File: config.mk
export PLATFORM = sky130hd
export DESIGN_NAME = mips_cpu_muldiv
export DESIGN_NICKNAME = d
export VERILOG_FILES = /design/src/rtl/mips_cpu_muldiv.sv
export SDC_FILE = /design/constraint.sdc
export NUM_CORES = 1
export LEC_CHECK = 0
export ABC_AREA = 0
export CELL_PAD_IN_SITES_DETAIL_PLACEMENT = 0
export CELL_PAD_IN_SITES_GLOBAL_PLACEMENT = 1
export CORE_MARGIN = 2
export CORE_UTILIZATION = 44
export CTS_BUF_LIST = sky130_fd_sc_hd__clkbuf_4 sky130_fd_sc_hd__clkbuf_8 sky130_fd_sc_hd__clkbuf_16
export CTS_CLUSTER_DIAMETER = 40
export CTS_CLUSTER_SIZE = 30
export DETAILED_ROUTE_END_ITERATION = 10
export HOLD_SLACK_MARGIN = 0.06
export PLACE_DENSITY_LB_ADDON = 0.1
export SLEW_MARGIN = 30
export SYNTH_ARGS = -nofsm -noshare
export SYNTH_HDL_FRONTEND = slang
export SYNTH_SLANG_ARGS = --single-unit
File: constraint.sdc
create_clock -name clk -period 5.25 [get_ports clk]
set_input_delay 1.05 -clock clk [delete_from_list [all_inputs] [get_ports clk]]
set_output_delay 1.05 -clock clk [all_outputs]
set_load 0.01 [all_outputs]
File: src/rtl/mips_cpu_muldiv.sv
// mips_cpu_muldiv: multi-cycle multiply/divide unit holding the HI/LO registers.
// Implements MULT, MULTU, DIV, DIVU (iterative, WIDTH cycles) and MTHI/MTLO
// (single cycle) behind a start/busy/done handshake.
// Optional build macro: MULDIV_FAST_MULT_EN selects a combinational multiplier
// that writes HI/LO at the start edge; divide stays iterative.
module mips_cpu_muldiv #(
  parameter int WIDTH = 32
) (
  input  logic             clk,
  input  logic             reset_n,
  input  logic             start,
  input  logic [2:0]       op,
  input  logic [WIDTH-1:0] a,
  input  logic [WIDTH-1:0] b,
  output logic             busy,
  output logic             done,
  output logic [WIDTH-1:0] hi,
  output logic [WIDTH-1:0] lo
);

  localparam int CW = $clog2(WIDTH);

  typedef enum logic [1:0] {IDLE, MUL, DIV} state_t;

  state_t             state_q, state_d;
  logic [CW-1:0]      cnt_q, cnt_d;
  logic [2*WIDTH-1:0] acc_q, acc_d;
  logic [WIDTH-1:0]   opb_q, opb_d;
  logic [WIDTH-1:0]   aRaw_q, aRaw_d;
  logic [WIDTH-1:0]   hi_q, hi_d;
  logic [WIDTH-1:0]   lo_q, lo_d;
  logic               signRes_q, signRes_d;
  logic               signDvd_q, signDvd_d;
  logic               done_q, done_d;

  // Operand preparation: signed ops work on magnitudes, sign fixed at the end
  logic               opSigned;
  logic [WIDTH-1:0]   magA, magB;
  assign opSigned = (op == 3'd0) || (op == 3'd2);
  assign magA     = (opSigned && a[WIDTH-1]) ? -a : a;
  assign magB     = (opSigned && b[WIDTH-1]) ? -b : b;

  // Restoring divide step: acc holds {remainder, remaining dividend/quotient}
  logic [WIDTH:0]     divTrial;
  logic               divGe;
  logic [WIDTH-1:0]   divDiff;
  logic [2*WIDTH-1:0] divNext;
  logic [WIDTH-1:0]   divQuot, divRem;
  assign divTrial = {acc_q[2*WIDTH-1:WIDTH], acc_q[WIDTH-1]};
  assign divGe    = divTrial >= {1'b0, opb_q};
  assign divDiff  = divTrial[WIDTH-1:0] - opb_q;
  assign divNext  = {(divGe ? divDiff : divTrial[WIDTH-1:0]), acc_q[WIDTH-2:0], divGe};
  assign divQuot  = divNext[WIDTH-1:0];
  assign divRem   = divNext[2*WIDTH-1:WIDTH];

`ifdef MULDIV_FAST_MULT_EN
  // Single-cycle product of the magnitudes, then two's complement if needed
  logic [2*WIDTH-1:0] fastMag, fastProd;
  assign fastMag  = {{WIDTH{1'b0}}, magA} * {{WIDTH{1'b0}}, magB};
  assign fastProd = (opSigned && (a[WIDTH-1] ^ b[WIDTH-1])) ? -fastMag : fastMag;
`else
  // Shift-add step: acc holds {partial product, remaining multiplier bits}
  logic [WIDTH:0]     mulSum;
  logic [2*WIDTH-1:0] mulNext, mulProd;
  assign mulSum  = {1'b0, acc_q[2*WIDTH-1:WIDTH]} + (acc_q[0] ? {1'b0, opb_q} : '0);
  assign mulNext = {mulSum, acc_q[WIDTH-1:1]};
  assign mulProd = signRes_q ? -mulNext : mulNext;
`endif

  // Next-state logic: command decode in IDLE, one iteration per cycle otherwise
  always_comb begin
    state_d   = state_q;
    cnt_d     = cnt_q;
    acc_d     = acc_q;
    opb_d     = opb_q;
    aRaw_d    = aRaw_q;
    hi_d      = hi_q;
    lo_d      = lo_q;
    signRes_d = signRes_q;
    signDvd_d = signDvd_q;
    done_d    = 1'b0;
    case (state_q)
      IDLE: begin
        if (start) begin
          case (op)
            3'd0, 3'd1: begin
`ifdef MULDIV_FAST_MULT_EN
              hi_d   = fastProd[2*WIDTH-1:WIDTH];
              lo_d   = fastProd[WIDTH-1:0];
              done_d = 1'b1;
`else
              state_d   = MUL;
              acc_d     = {{WIDTH{1'b0}}, magB};
              opb_d     = magA;
              signRes_d = opSigned && (a[WIDTH-1] ^ b[WIDTH-1]);
              cnt_d     = '0;
`endif
            end
            3'd2, 3'd3: begin
              state_d   = DIV;
              acc_d     = {{WIDTH{1'b0}}, magA};
              opb_d     = magB;
              aRaw_d    = a;
              signRes_d = opSigned && (a[WIDTH-1] ^ b[WIDTH-1]);
              signDvd_d = opSigned && a[WIDTH-1];
              cnt_d     = '0;
            end
            3'd4: begin
              hi_d   = a;
              done_d = 1'b1;
            end
            3'd5: begin
              lo_d   = a;
              done_d = 1'b1;
            end
            default: begin
            end
          endcase
        end
      end
      MUL: begin
`ifdef MULDIV_FAST_MULT_EN
        state_d = IDLE;
`else
        acc_d = mulNext;
        cnt_d = cnt_q + 1'b1;
        if (cnt_q == CW'(WIDTH - 1)) begin
          hi_d    = mulProd[2*WIDTH-1:WIDTH];
          lo_d    = mulProd[WIDTH-1:0];
          done_d  = 1'b1;
          cnt_d   = '0;
          state_d = IDLE;
        end
`endif
      end
      DIV: begin
        acc_d = divNext;
        cnt_d = cnt_q + 1'b1;
        if (cnt_q == CW'(WIDTH - 1)) begin
          if (opb_q == '0) begin
            lo_d = '1;
            hi_d = aRaw_q;
          end else begin
            lo_d = signRes_q ? -divQuot : divQuot;
            hi_d = signDvd_q ? -divRem : divRem;
          end
          done_d  = 1'b1;
          cnt_d   = '0;
          state_d = IDLE;
        end
      end
      default: state_d = IDLE;
    endcase
  end

  // State and datapath registers, cleared asynchronously by reset_n
  always_ff @(posedge clk or negedge reset_n) begin
    if (!reset_n) begin
      state_q   <= IDLE;
      cnt_q     <= '0;
      acc_q     <= '0;
      opb_q     <= '0;
      aRaw_q    <= '0;
      hi_q      <= '0;
      lo_q      <= '0;
      signRes_q <= 1'b0;
      signDvd_q <= 1'b0;
      done_q    <= 1'b0;
    end else begin
      state_q   <= state_d;
      cnt_q     <= cnt_d;
      acc_q     <= acc_d;
      opb_q     <= opb_d;
      aRaw_q    <= aRaw_d;
      hi_q      <= hi_d;
      lo_q      <= lo_d;
      signRes_q <= signRes_d;
      signDvd_q <= signDvd_d;
      done_q    <= done_d;
    end
  end

  assign busy = (state_q != IDLE);
  assign done = done_q;
  assign hi   = hi_q;
  assign lo   = lo_q;

endmodule

### Yosys cells after proc, flatten, opt, wreduce, memory -nomap -nowiden

Index checks and enable logic that the tools add are counted.
W data, S select, Z words.

| word-level totals | value |
|---|---|
| bits in registers | 202 |
| output and inout port bits | 66 |
| logic and storage cells | 95 |

| cells by class | value |
|---|---|
| add/subtract/negate cells | 8 |
| magnitude comparators | 1 |
| equality and inequality tests | 16 |
| mux-type cells | 35 |
| bitwise logic cells | 1 |
| reduce and logical (&&, ||, !) cells | 24 |

Operators with widths:

| kind | number |
|---|---|
| $mux W32 | 16 |
| $pmux W32 S3 | 2 |
| $pmux W64 S3 | 1 |
| $mux W64 | 2 |
| $neg A32 Y32 | 4 |
| $pmux W64 S2 | 1 |
| $neg A64 Y64 | 1 |
| $pmux W32 S2 | 1 |
| $add A32 B32 Y33 | 1 |
| $ge A33 B32 Y1 | 1 |
| $logic_not A32 Y1 | 1 |
| $sub A32 B32 Y32 | 1 |
| $reduce_and A3 Y1 | 6 |
| $mux W5 | 3 |
| $pmux W5 S2 | 1 |
| $reduce_and A5 Y1 | 2 |
| $ne A2 B2 Y1 const B | 4 |
| $pmux W2 S2 | 2 |
| $reduce_or A2 Y1 | 4 |
| $eq A3 B2 Y1 const B | 2 |
| $eq A3 B3 Y1 const B | 2 |
| $ne A2 B1 Y1 const B | 3 |
| $reduce_bool A2 Y1 | 3 |
| $add A5 B1 Y5 const B | 1 |
| other kinds (15) | 20 |

### Longest topological paths before layout

| depth | value |
|---|---|
| depth after elaboration | 7 |
| gate-level depth with buffers | 21 |
| depth with buffers taken out | 16 |

### Worst setup path before layout

OpenSTA, ideal clock, no wires.

| timing path | value |
|---|---|
| path kind | reg-to-reg |
| start | register acc_q[0] |
| end | register hi_q[31] (netlist: hi[31]) |
| setup time | 0.094 ns |
| arrival time | 4.397 ns |
| data required time | 5.156 ns |
| path slack | 0.759 ns |
| cell stages (with the launch flop) | 18 |
| clock period less this slack | 4.491 ns |
| path through | dfrtp_1 > inv_1 > buf_1 > nor2_1 > ha_1 > nor2b_4 > o31a_4 > o21a_1 > or3_4 > xor2_1 > or3_1 > or3b_1 > buf_6 > or3_4 > o41ai_4 > xor2_1 > a21oi_1 > a221oi_2 |

| between the ends | value |
|---|---|
| word-level cells in the longest chain between the ends | 6 |

RTL lines:

| what | line | source |
|---|---|---|
| from (decl) | 27 | `logic [2*WIDTH-1:0] acc_q, acc_d;` |
| from (signal assigned) | 161 | `acc_q <= '0;` |
| from (signal assigned) | 172 | `acc_q <= acc_d;` |
| $mux W32 * | 65 | `assign mulSum = {1'b0, acc_q[2*WIDTH-1:WIDTH]} + (acc_q[0] ? {1'b0, opb_q} : '0);` |
| $add A32 B32 Y33 * | 65 |  |
| $neg A64 Y64 | 67 | `assign mulProd = signRes_q ? -mulNext : mulNext;` |
| $mux W64 * | 67 |  |
| $mux W32 * | 127 | `if (cnt_q == CW'(WIDTH - 1)) begin` |
| $pmux W32 S3 * | 82 | `case (state_q)` |
| to (signal assigned) | 175 | `hi_q <= hi_d;` |
| to (decl) | 30 | `logic [WIDTH-1:0] hi_q, hi_d;` |

Mark *: on every way between the ends. The rest lies on a longest branch, timed or not. The select of a mux whose other input is x is not followed.
A chain may end at the register's enable or synchronous reset.

### Worst setup path in the final report

Ends and elaborated chain as after synthesis.

==> impl_summary.txt <==
----------------------------------------------------
[Status]
  Result of the run ... finished, final reports clean

[GRT]
  Total overflow reported by the global router ... 0
  Met2 global-route usage ... 54.43%
  Total routing usage reported by global routing ... between 30 and 40%
  Global route hottest layer ... met2
  Initial antenna violation count ... 1
  Fraction of met1 tracks used by global routing ... 51.68%
  Maximum number of pins on one net before global-route repair ... about 120
  Global-route wire length before repair ... 122700 um
  Met3 usage ... 6.174%
  Via count of the first global-routing pass ... 19060

[Setup path]
  Crit path arrival time ... about 5400 ps
  Kind of end point of the critical path ... flip-flop
  Element type at the critical path start ... flip-flop
  Worst setup path category ... flip-flop to flip-flop
  Crit path required time ... 5670 ps
  Maximum fanout encountered on the critical timing path ... 17

[Floorplanning]
  Floorplan core area ... 0.04298 mm^2
  Initial Util ... 44.50%
  Die width ... 212.5 um
  Full die area ... 0.04515 mm^2
  Num rows ... 76
  Die boundary height ... 212.5 um
  Ports placed on the boundary ... around 140

[Drt]
  Count of antenna-violating nets left after detailed routing ... 0
  DRC Markers ... 0
  Overall via count from detail_route ... 20750
  Final WL ... 83000 um
  Initial DRT Pass Iterations ... 6
  Drt via density ... approximately 6.3
  Per-cell routed wire length ... 25.25 um
  Violation count after the first detailed-route iteration ... 2476

[Clock tree]
  Post-CTS setup buffer count ... 0
  Maximum count of clock buffers along a single path ... 3
  Root Buffer Master ... sky130_fd_sc_hd__clkbuf_16
  Post-cts resize count ... 0
  H-tree Lvls ... 2
  Hold buffers post-CTS ... 0
  Insertion delay to the later sink of the worst-skew pair ... 540 ps
  TritonCTS clock tree ... built
  Register clock-pin slew on the reported worst setup and hold paths ... 50 ps
  Clock sink count ... 202
  Total clock buffers created by CTS ... 40

[Cells and area]
  Final-stage net count ... 2818
  Final non-filler cell area ... around 0.023 mm^2
  Area growth, synth to finish ... 19.53%
  Layout cells sized above 1 ... 10.62%
  Utilization after layout ... 53.19%
  Antenna diode count ... 0

[Power]
  Static Leak ... 0.009498 uW
  Flop pwr share ... between 20 and 25%
  Power per Cell Area ... between 500 and 600 mW/mm^2
  Comb pwr share ... 56.5%
  Switching fraction of total power ... 48.11%
  Clock Power Share ... 20.7%
  Max IR drop VDD ... between 300 and 400 uV
  Internal portion of total power ... around 6700 uW
  P_sw ... approximately 6200 uW

[Logic synthesis]
  Synth Warn # ... 0
  XOR/XNOR Fraction of Synth Area ... 10.44%
  Compound-gate portion of the synthesized area ... a little over a quarter
  Seq cells post-synth ... ~200
  Mapped Nets ... 2709
  Yosys top cell by area ... sky130_fd_sc_hd__dfrtp_1
  Post-synthesis average cell area ... ~7.5 um^2
  Post-synthesis cell area ... 0.01913 mm^2
  Largest family of logic cells by synthesized area ... compound AO/OA/AOI/OAI gates
  Simple-Gate Fraction of Synth Area ... 22.02%
  EDFF count, synth ... 0
  Cell types with the largest area share after synthesis ... sky130_fd_sc_hd__dfrtp_1, sky130_fd_sc_hd__nand2_1, sky130_fd_sc_hd__xnor2_1, sky130_fd_sc_hd__o21ai_0, sky130_fd_sc_hd__ha_1
  Number of library cell types mapped by synthesis ... 90
  Fraction of registers with async set or reset after synthesis ... 100.0%
  Share of synthesized area spent on multiplexers ... 3.055%
  Part of the Yosys area used for sequential elements ... 26.43%
  Leading register cell type out of synthesis ... sky130_fd_sc_hd__dfrtp_1
  Area fraction of the dominant cell type after synthesis ... 26.43%
  Adder and majority cell fraction of the synthesized area ... 5.050%
  Post-synthesis cell count ... 2563

[Worst hold path]
  Worst hold path class ... input pin to asynchronous set/reset pin

[Timing]
  Normalized max-slew margin ... 32.70%
  Final clock skew ... 25.66 ps
  Transition time of the tightest slew-check pin ... 1009 ps
  TNS Setup ... 0 ps
  Final Max Slew Viols ... 0
  Final Hold Violating Endpoints ... 0
  Final clock period utilization by the worst path ... 95.48%
  Unrepaired setup endpoints after global routing ... no
  Final setup fails ... 0
  Final worst path period need ... 5013 ps
  Timing-limited maximum frequency ... around 200 MHz

[Run]
  Max_cap viols ... 0

[Place]
  RePlAce Congestion ... just under 1
  Half-perimeter wire length after placement ... 64780 um
  Buffers on Ports ... 135
  Placed cell areas ... 0.02145 mm^2

----------------------------------------------------
[area by class of cell]
| type | instances | area (um^2) |
|---|---|---|
| Sequential cell | 202 | 5056 |
| Clock buffer | 48 | 1104 |
| Fill cell | 4232 | 20120 |
| Multi-Input combinational cell | 2092 | 13070 |
| Tap cell | 585 | 732.0 |
| Inverter | 74 | 277.8 |
| Timing Repair Buffer | 262 | 2342 |
| Clock inverter | 24 | 279.0 |
[synthesized netlist by cell type, drive strengths merged, types with 6 or more instances]
master	number
nand3	37
and2	17
xor2	72
o21bai	6
ha	74
o211ai	23
nand4	25
dfrtp	202
nand3b	9
mux2	35
or3	38
nand2b	20
a311oi	6
buf	31
nor2b	13
and3	10
a211oi	18
o21ai	261
inv	74
clkbuf	163
a21oi	169
o311ai	6
a221o	28
a221oi	58
nor4	32
nand2	403
o21a	12
a31oi	20
a21o	25
o22ai	7
nor2	234
xnor2	156
or2	17
o41ai	18
a22oi	30
mux2i	19
o31ai	75
or4	11
nor3	42
[critical path, cell delays in order (launching register included)]
cell                       delay (ps)
sky130_fd_sc_hd__dfrtp_1          420
sky130_fd_sc_hd__inv_1             90
sky130_fd_sc_hd__buf_4            260
sky130_fd_sc_hd__nor2_1            70
sky130_fd_sc_hd__ha_1             300
sky130_fd_sc_hd__buf_4            170
sky130_fd_sc_hd__a21oi_1          370
sky130_fd_sc_hd__o21ai_0          330
sky130_fd_sc_hd__nand2_1          240
sky130_fd_sc_hd__and4_1           230
sky130_fd_sc_hd__nor3_1           140
sky130_fd_sc_hd__or3_1            440
sky130_fd_sc_hd__or3b_1           550
sky130_fd_sc_hd__or3_4            460
sky130_fd_sc_hd__o41ai_4          230
sky130_fd_sc_hd__xor2_1           190
sky130_fd_sc_hd__a21oi_1          100
sky130_fd_sc_hd__a221oi_2         310
[flip-flops by register name, summed over array words and instances (netlist names)]
register	count
opb_q	32
hi	32
acc_q	64
done	1
state_q	2
signRes_q	1
signDvd_q	1
lo	32
cnt_q	5
aRaw_q	32
[logic make-up (layout without fill, tap and decap cells)]
| family | after synthesis | in the layout |
|---|---|---|
| AND/OR/NAND/NOR | 928 | 928 |
| AO/OA/AOI/OAI | 806 | 806 |
| XOR/XNOR | 228 | 228 |
| flip-flops | 202 | 202 |
| adder cells (fa/ha/maj) | 76 | 76 |
| buffers and inverters | 269 | 408 |
| multiplexers | 54 | 54 |
[power by group through the flow]
stage          clock network, uW  logic (uW)  registers [uW]
6_report                    2670        7280            2950
5_1_grt                     2750        7840            3010
4_1_cts                     2680        7140            2920
3_5_place_dp                   0        7100            2940
3_3_place_gp                   0        7050            2920
2_1_floorplan                  0        4530            2590
[metal layers]
layer | wire (um) | up-vias
li1 | - | 9488
met1 | 36500 | 10090
met2 | 35740 | 1009
met3 | 7123 | 169
met4 | 3620 | 2
met5 | 10 | -
[final timing paths]
check / from / endpoint / slack [ps] / cells past startpoint
max: acc_q[0] / hi[31] / 240 / 17
min in group clk: lo[27] / lo[27] / 470 / 2
min: reset_n / acc_q[58] / 410 / 1
min reg2reg: lo[27] / lo[27] / 470 / 2
max reg2reg: acc_q[0] / hi[31] / 240 / 17
max in group asynchronous: reset_n / cnt_q[0] / 4010 / 2
[per-stage QoR]
stage | hold WS [ps] | setup slack (ps) | total power, uW | instances
after global placement | 461.1 | 430.2 | 9968 | 3214
after detailed placement | 465.0 | 375.2 | 10050 | 3214
after CTS | 477.3 | 333.2 | 12740 | 3286
final | 414.4 | 237.5 | 12900 | 3287
after floorplan | 449.6 | 759.4 | 7128 | 2563
after global routing | 428.1 | 2.343 | 13610 | 3287
[cell usage in the layout (no fill, tap or decap), types with 32 or more instances in the layout]
master                            synthesis  final
sky130_fd_sc_hd__dfrtp_1                202    201
sky130_fd_sc_hd__nor2_1                 234    232
sky130_fd_sc_hd__xor2_1                  72     72
sky130_fd_sc_hd__or3_1                   36     35
sky130_fd_sc_hd__clkdlybuf4s50_1          0    134
sky130_fd_sc_hd__a21oi_1                168    167
sky130_fd_sc_hd__buf_4                    3    125
sky130_fd_sc_hd__nand3_1                 37     36
sky130_fd_sc_hd__xnor2_1                156    156
sky130_fd_sc_hd__nor3_1                  42     40
sky130_fd_sc_hd__inv_1                   72     72
sky130_fd_sc_hd__a221oi_1                57     57
sky130_fd_sc_hd__mux2_2                  35     35
sky130_fd_sc_hd__ha_1                    74     71
sky130_fd_sc_hd__clkbuf_16                0     41
sky130_fd_sc_hd__o21ai_0                260    260
sky130_fd_sc_hd__nor4_1                  32     32
sky130_fd_sc_hd__o31ai_1                 74     74
sky130_fd_sc_hd__nand2_1                403    402
(Power assumes the default switching activity.)
